--- src/rtl/ex_stage.sv ---
// ex_stage: execute stage of a 5-stage MIPS-like pipeline.
// Forwards operands from EX/MEM and MEM/WB, runs the ALU and registers the
// EX/MEM pipeline outputs. Define EX_STAGE_ITER_MUL_EN to replace the
// single-cycle multiplier with a 32-step shift-add FSM that stalls upstream.
module ex_stage (
    input  logic        clk_i,
    input  logic        rst_i,
    input  logic [1:0]  WB_i,
    input  logic [1:0]  M_i,
    input  logic [3:0]  EX_i,
    input  logic [31:0] data1_i,
    input  logic [31:0] data2_i,
    input  logic [31:0] ext_i,
    input  logic [14:0] inst_i,
    input  logic        mem_wb_regwrite_i,
    input  logic [4:0]  mem_wb_rd_i,
    input  logic [31:0] mem_wb_data_i,
    output logic        stall_o,
    output logic [1:0]  WB_o,
    output logic [1:0]  M_o,
    output logic [31:0] alu_o,
    output logic [31:0] wdata_o,
    output logic [4:0]  rd_o
);

    logic [4:0]  rs;
    logic [4:0]  rt;
    logic [4:0]  rd_sel;
    logic [1:0]  alu_op;
    logic [5:0]  funct;
    logic        is_mul;
    logic [31:0] fwd_a;
    logic [31:0] fwd_rt;
    logic [31:0] op_b;
    logic [31:0] alu_res;
    logic [31:0] out_res;

    assign rs     = inst_i[14:10];
    assign rt     = inst_i[9:5];
    assign rd_sel = EX_i[3] ? inst_i[4:0] : inst_i[9:5];
    assign alu_op = EX_i[2:1];
    assign funct  = ext_i[5:0];
    assign is_mul = (alu_op == 2'b10) && (funct == 6'h18);

    // Operand forwarding; EX/MEM is newer than MEM/WB so it wins. r0 never forwards.
    always_comb begin
        fwd_a = data1_i;
        if (WB_o[1] && (rd_o != 5'd0) && (rd_o == rs)) begin
            fwd_a = alu_o;
        end else if (mem_wb_regwrite_i && (mem_wb_rd_i != 5'd0) && (mem_wb_rd_i == rs)) begin
            fwd_a = mem_wb_data_i;
        end
        fwd_rt = data2_i;
        if (WB_o[1] && (rd_o != 5'd0) && (rd_o == rt)) begin
            fwd_rt = alu_o;
        end else if (mem_wb_regwrite_i && (mem_wb_rd_i != 5'd0) && (mem_wb_rd_i == rt)) begin
            fwd_rt = mem_wb_data_i;
        end
        op_b = EX_i[0] ? ext_i : fwd_rt;
    end

    // ALU decode; all arithmetic wraps modulo 2^32.
    always_comb begin
        alu_res = 32'd0;
        case (alu_op)
            2'b00:   alu_res = fwd_a + op_b;
            2'b01:   alu_res = fwd_a - op_b;
            2'b11:   alu_res = fwd_a + op_b;
            default: begin
                case (funct)
                    6'h20:   alu_res = fwd_a + op_b;
                    6'h22:   alu_res = fwd_a - op_b;
                    6'h24:   alu_res = fwd_a & op_b;
                    6'h25:   alu_res = fwd_a | op_b;
`ifdef EX_STAGE_ITER_MUL_EN
                    // Product comes from the FSM, not the ALU.
                    6'h18:   alu_res = 32'd0;
`else
                    6'h18:   alu_res = fwd_a * op_b;
`endif
                    default: alu_res = 32'd0;
                endcase
            end
        endcase
    end

`ifdef EX_STAGE_ITER_MUL_EN
    localparam logic [1:0] IDLE = 2'd0;
    localparam logic [1:0] BUSY = 2'd1;
    localparam logic [1:0] DONE = 2'd2;

    logic [1:0]  state_q;
    logic [4:0]  count_q;
    logic [31:0] mcand_q;
    logic [31:0] mplier_q;
    logic [31:0] prod_q;

    // Stall from the cycle the mul is seen in IDLE through the last BUSY step.
    assign stall_o = ((state_q == IDLE) && is_mul) || (state_q == BUSY);
    assign out_res = (state_q == DONE) ? prod_q : alu_res;

    // Multiply FSM: capture operands once, then one shift-add step per cycle.
    always_ff @(posedge clk_i) begin
        if (rst_i) begin
            state_q  <= IDLE;
            count_q  <= 5'd0;
            mcand_q  <= 32'd0;
            mplier_q <= 32'd0;
            prod_q   <= 32'd0;
        end else begin
            case (state_q)
                IDLE: begin
                    if (is_mul) begin
                        mcand_q  <= fwd_a;
                        mplier_q <= op_b;
                        prod_q   <= 32'd0;
                        count_q  <= 5'd0;
                        state_q  <= BUSY;
                    end
                end
                BUSY: begin
                    if (mplier_q[0]) begin
                        prod_q <= prod_q + mcand_q;
                    end
                    mcand_q  <= mcand_q << 1;
                    mplier_q <= mplier_q >> 1;
                    count_q  <= count_q + 5'd1;
                    if (count_q == 5'd31) begin
                        state_q <= DONE;
                    end
                end
                // DONE lasts one cycle; upstream advances, so no retrigger.
                DONE:    state_q <= IDLE;
                default: state_q <= IDLE;
            endcase
        end
    end
`else
    assign stall_o = 1'b0;
    assign out_res = alu_res;
`endif

    // EX/MEM pipeline register; a stalled edge loads a bubble.
    always_ff @(posedge clk_i) begin
        if (rst_i || stall_o) begin
            WB_o    <= 2'b00;
            M_o     <= 2'b00;
            alu_o   <= 32'd0;
            wdata_o <= 32'd0;
            rd_o    <= 5'd0;
        end else begin
            WB_o    <= WB_i;
            M_o     <= M_i;
            alu_o   <= out_res;
            wdata_o <= fwd_rt;
            rd_o    <= rd_sel;
        end
    end

endmodule

--- config.mk ---
export PLATFORM = sky130hd
export DESIGN_NAME = ex_stage
export DESIGN_NICKNAME = d
export VERILOG_FILES = /design/src/rtl/ex_stage.sv
export SDC_FILE = /design/constraint.sdc
export NUM_CORES = 2
export LEC_CHECK = 0
export ABC_CLOCK_PERIOD_IN_PS = 15050
export BUFFER_PORTS_ARGS = -buffer_cell sky130_fd_sc_hd__buf_2
export CORE_UTILIZATION = 43
export DETAILED_ROUTE_END_ITERATION = 10
export PLACE_DENSITY_LB_ADDON = 0.3
export SYNTH_ARGS = -nofsm -noshare
export SYNTH_HDL_FRONTEND = slang
export SYNTH_SLANG_ARGS = --single-unit
--- constraint.sdc ---
create_clock -name clk_i -period 15.05 [get_ports clk_i]
set_input_delay 0 -clock clk_i [delete_from_list [all_inputs] [get_ports clk_i]]
set_output_delay 0 -clock clk_i [all_outputs]
set_load 0.02 [all_outputs]
# Yosys cells after proc, flatten, opt, wreduce, memory -nomap -nowiden
# Cells that the tools add are included.
# totals
word_cells,39
mem_bits_rw,0
latchBits,0
register_bits,73
rom_bits,0
inputBits,159
output_inout_bits,74
n_memories,0
# classes
n_addsub,2
div_mod_pow,0
bitwise_logic,2
mux,8
magnitude_cmp,0
shifts,0
mul,1
n_eq_ne,11
reduce_logical,10
# op_table
op,n
32-bit two-way mux,5
32-bit case mux with 5 select lines,1
32-bit case mux with 2 select lines,1
32-bit adder,1
32-bit AND,1
32-bit by 32-bit multiplier with 32-bit output,1
32-bit OR,1
32-bit subtractor,1
6-bit equality test (second input constant),4
5-bit equality test,4
5-bit nonzero test,2
6-bit by 5-bit equality test with 1-bit output (second input constant),1
1-bit logical AND,6
5-bit two-way mux,1
2-bit by 1-bit equality test with 1-bit output (second input constant),1
2-bit equality test (second input constant),1
2-bit logical NOT,1
2-bit OR reduction,1

# Logic depth before layout (Yosys ltp)
# logic_depth
word_depth,9
mapped_depth,39
depth_no_buf,35

# Least setup slack after synthesis
# Ideal clock, no wire load.
# synth_path
path_kind,flip-flop to flip-flop
startpoint,register rd_o[3]
endpoint,register alu_o[30]
required_time_ps,14958
synth_period_minus_slack_ps,8953
arrival_ps,8861
n_path_buf,5
path_slack_ps,6097
stages_incl_launch_ff,37
cell_sequence,dfxtp_1 or4_4 o211ai_2 or2_2 buf_4 buf_6 buf_4 o21ai_0 o21ai_1 clkbuf_1 ha_1 inv_1 fa_1 inv_1 fa_1 fa_1 inv_1 fa_1 inv_1 fa_1 fa_1 fa_1 fa_1 ha_1 clkbuf_1 a21oi_1 o21bai_1 a21oi_1 o21ai_0 o41ai_1 o21ai_0 a221oi_1 nand2b_1 nand4_1 o211ai_1 a21oi_1 o32ai_1
# synth_via
elab_chain_cells,8
# synth_rtl
item,line_no,rtl
start: declaration,23,output logic [4:0] rd_o
start signal: assignment,156,rd_o <= rd_sel;
5-bit nonzero test,"48, 54",
1-bit logical AND,"48, 54",
1-bit logical AND,54,if (WB_o[1] && (rd_o != 5'd0) && (rd_o == rt)) begin
32-bit two-way mux,54,
32-bit two-way mux,59,op_b = EX_i[0] ? ext_i : fwd_rt;
32-bit by 32-bit multiplier with 32-bit output (tied with other cells),79,6'h18: alu_res = fwd_a * op_b;
32-bit case mux with 5 select lines,70,case (funct)
32-bit case mux with 2 select lines *,65,case (alu_op)
end signal: assignment,154,alu_o <= out_res;
end: declaration,21,"output logic [31:0] alu_o,"
# Mark *: on every way between the ends. The rest lies on a longest branch, timed or not.
# A chain may end at the register's enable or synchronous reset.

# Worst setup path in the final report
# Ends and elaborated chain as after synthesis.

==> run summary <==
Status: completed
Dpl hpwl: 76,500 um
H-tree depth: 3
Via/cell ratio: 5.78
Rel. slew slack: 0.181
DRT iter0 DRCs: 2,486
Chip width: 239 um
Post-Synth XOR/XNOR Area: 0.0561
Netlist cell types: 96
Chip Height: 239 um
Syn Std Cell Area: 24,200 um2
Fin nets: 3,952
Drt pass-1 iters: 8
Post-synthesis simple-gate area fraction: 0.162
Top Usage Layer GRT: met2
I/O pin count: 233
CTS root buf: clkbuf_16
Total Die Area: 57,200 um2
DRC violation count after routing: 0
WS Path Type: flop to flop
Worst min-delay path class: primary input to flop
Ys async rst share: 0
CTS-repair resized insts: 0
Post-synthesis sequential area ratio: 0.0604
Met2 global-route usage: 0.541
Vias in the first global route: 22,400
FILL cells: 5,618
Main combinational cell family by area after synthesis: adder cells
Final Cycle Share: 0.733
CP delay by family, top: adder cells
CP Capture Type: flop
Hold Fails Final Rpt: 0
Final wirelength: 97,700 um
P&R area growth vs syn: 10.4%
Critical path startpoint category: flop
Finish-stage setup viols: 0
Avg Synthesized Cell Area: 8.11 um2
Slew Limit Fails: 0
Synth Net Count: 3,772
Mapped Cells: 2,983
Layout cells sized above 1: 0.127
Critical path required time: 15.32 ns
Primary FF master, synth: dfxtp_1
Initial antenna violation count: 3
Area leader, netlist: fa_1
Area share of the largest cell type after synthesis: 0.339
Post-synth EDFFs: 0
Starting Density: 0.437
Worst path most repeated cell: fa_1
Row cnt: 86
Mux cell area share after synthesis: 0.0212
Top post-synthesis cells by area: fa_1, ha_1, nor2_1
Slowest CP cell: o41ai_1
Grt total ovfl: 0
Met1 Use GR: 0.476
GRT Total Usage: 0.347
Worst-path fanout max: 40
Largest net degree at the start of global routing: 67
MaxCap Viol Count: 0
YS warnings: 0
CP arrival: 11.31 ns
Minimum clock period: 11.04 ns
CTS Buf Count: 9
Core outline area: 55,300 um2
Fmax: 90.6 MHz
Yosys reg bits: 73
Gpl congestion: 1.01
Post-route setup slack: 4.01 ns
First-pass GRT wire length: 145,000 um
Met3 Use GR: 0.0652
Area fraction in compound gates after synthesis: 0.145
Worst-margin pin slew: 1.23 ns
Antenna-violating nets left: 0
Maximum buffer depth of the clock tree: 2
Clk_skew: 0.00807 ns
RSZ-0062 raised after global routing: false
Worst-skew pair later-pin latency: 0.36 ns
Clk sinks: 73
Buf/Inv on CP: 6
CP max stage delay: 0.77 ns
Adder-cell share of the synthesized area: 0.453
WL/cell: 24.9 um
Final TNS setup: 0 ns
Vias: 22,700
CTS tree: done
Port bufs: 231
Reg clk slew, reported paths: 0.07 ns
Pre-CTS setup slack: 4.29 ns
==> sequential cells by signal, summed over array words and instances (netlist names) <==
signal,cells
WB_o,2
M_o,2
alu_o,32
wdata_o,32
rd_o,5
==> Yosys cell counts (6+ instances only) <==
cell type / number
a211oi_1: 16
a21boi_0: 6
a21o_1: 29
a21oi_1: 123
a221oi_1: 10
a222oi_1: 9
a22oi_1: 13
a311oi_1: 8
a31oi_1: 17
and2_1: 7
and3_1: 7
buf_1: 18
buf_2: 7
buf_4: 10
buf_6: 8
clkbuf_1: 104
clkinv_1: 8
dfxtp_1: 73
fa_1: 410
ha_1: 220
inv_1: 452
inv_2: 18
mux2_2: 7
mux2i_1: 41
nand2_1: 328
nand2b_1: 9
nand3_1: 25
nand4_1: 10
nor2_1: 463
nor2b_1: 26
nor3_1: 33
o21a_1: 9
o21ai_0: 96
o21ai_1: 27
o21ai_2: 11
o21bai_1: 23
o22a_1: 11
o22ai_1: 17
or3_1: 8
xnor2_1: 112
xor2_1: 30
==> timing repair <==
| item | CTS | global route |
|---|---|---|
| hold endpoints to repair | 14 | 0 |
| buffers inserted | 0 | 0 |
| setup endpoints to repair | 0 | 0 |
| hold buffers | 22 | 0 |
==> final timing paths <==
kind	start	to	slack, ns	cells after the start
min	data2_i[12]	wdata_o[12]	0.04	4
max reg2reg	rd_o[3]	alu_o[30]	4.01	33
max	rd_o[3]	alu_o[30]	4.01	33
min reg2reg	alu_o[23]	wdata_o[23]	0.58	2
==> metal layers <==
metal  vias up  part of all wire
met4         0             0.045
li1       9840                 -
met1     11300              0.40
met2      1278              0.45
met3       265              0.10
met5         -                 0
==> cell families after synthesis <==
| family | Yosys count |
|---|---|
| AND/OR/NAND/NOR | 944 |
| multiplexers | 49 |
| buffers and inverters | 627 |
| flip-flops | 73 |
| other | 1 |
| XOR/XNOR | 147 |
| AO/OA/AOI/OAI | 512 |
| adder cells (fa/ha/maj) | 630 |
==> final cells by class <==
| class | instances | area (um2) | share of cell area |
|---|---|---|---|
| sequential | 73 | 1460 | 0.0547 |
| multi-input combinational | 2283 | 20300 | 0.761 |
| tap | 748 | 936 | 0.0351 |
| timing repair buffer | 316 | 1850 | 0.0693 |
| clock inverter | 7 | 101 | 0.00380 |
| inverter | 480 | 1810 | 0.0677 |
| clock buffer | 9 | 225 | 0.00844 |
| antenna | 4 | 10.0 | 0.000375 |
==> worst reg2reg max path, delay by kind of cell (launching register included) <==
family / cells / cell delay [ns]
flops: 1 / 0.35
simple gates: 5 / 1.46
fa+ha+maj: 9 / 4.21
compound gates: 13 / 3.86
buf+inv: 6 / 1.08
==> through the flow <==
stage | std cells | hold slack, ns | util | cell area, um2
after floorplan | 2983 | 0.128 | - | 24200
after global placement | 3878 | 0.209 | 0.473 | 26100
after detailed placement | 3878 | 0.214 | 0.473 | 26100
after CTS | 3916 | 0.0163 | 0.483 | 26700
after global routing | 3918 | 0.0423 | 0.483 | 26700
final | 3920 | 0.0357 | 0.483 | 26700
==> cells in the final DEF, fill, tap and decap left out, drive strengths merged, types with 8 or more instances in the layout <==
cell / instances
a221oi: 10
o211ai: 9
buf: 294
inv: 474
nor2: 469
fa: 410
o22ai: 17
clkbuf: 9
o21bai: 23
dfxtp: 73
xnor2: 112
xor2: 30
and2: 8
clkinv: 9
nand3: 25
o22a: 11
a22oi: 14
or3: 8
nor3: 33
a21o: 29
a311oi: 9
o21a: 9
dlygate4sd3: 22
a31oi: 21
o21ai: 137
nand2: 329
nand2b: 9
a222oi: 9
ha: 220
nor2b: 26
a21oi: 125
nand4: 10
a211oi: 18
mux2i: 42
Power is left out: the tool's default activity adds up to more than one toggle a clock period on the data nets, which glitch-free logic cannot reach.
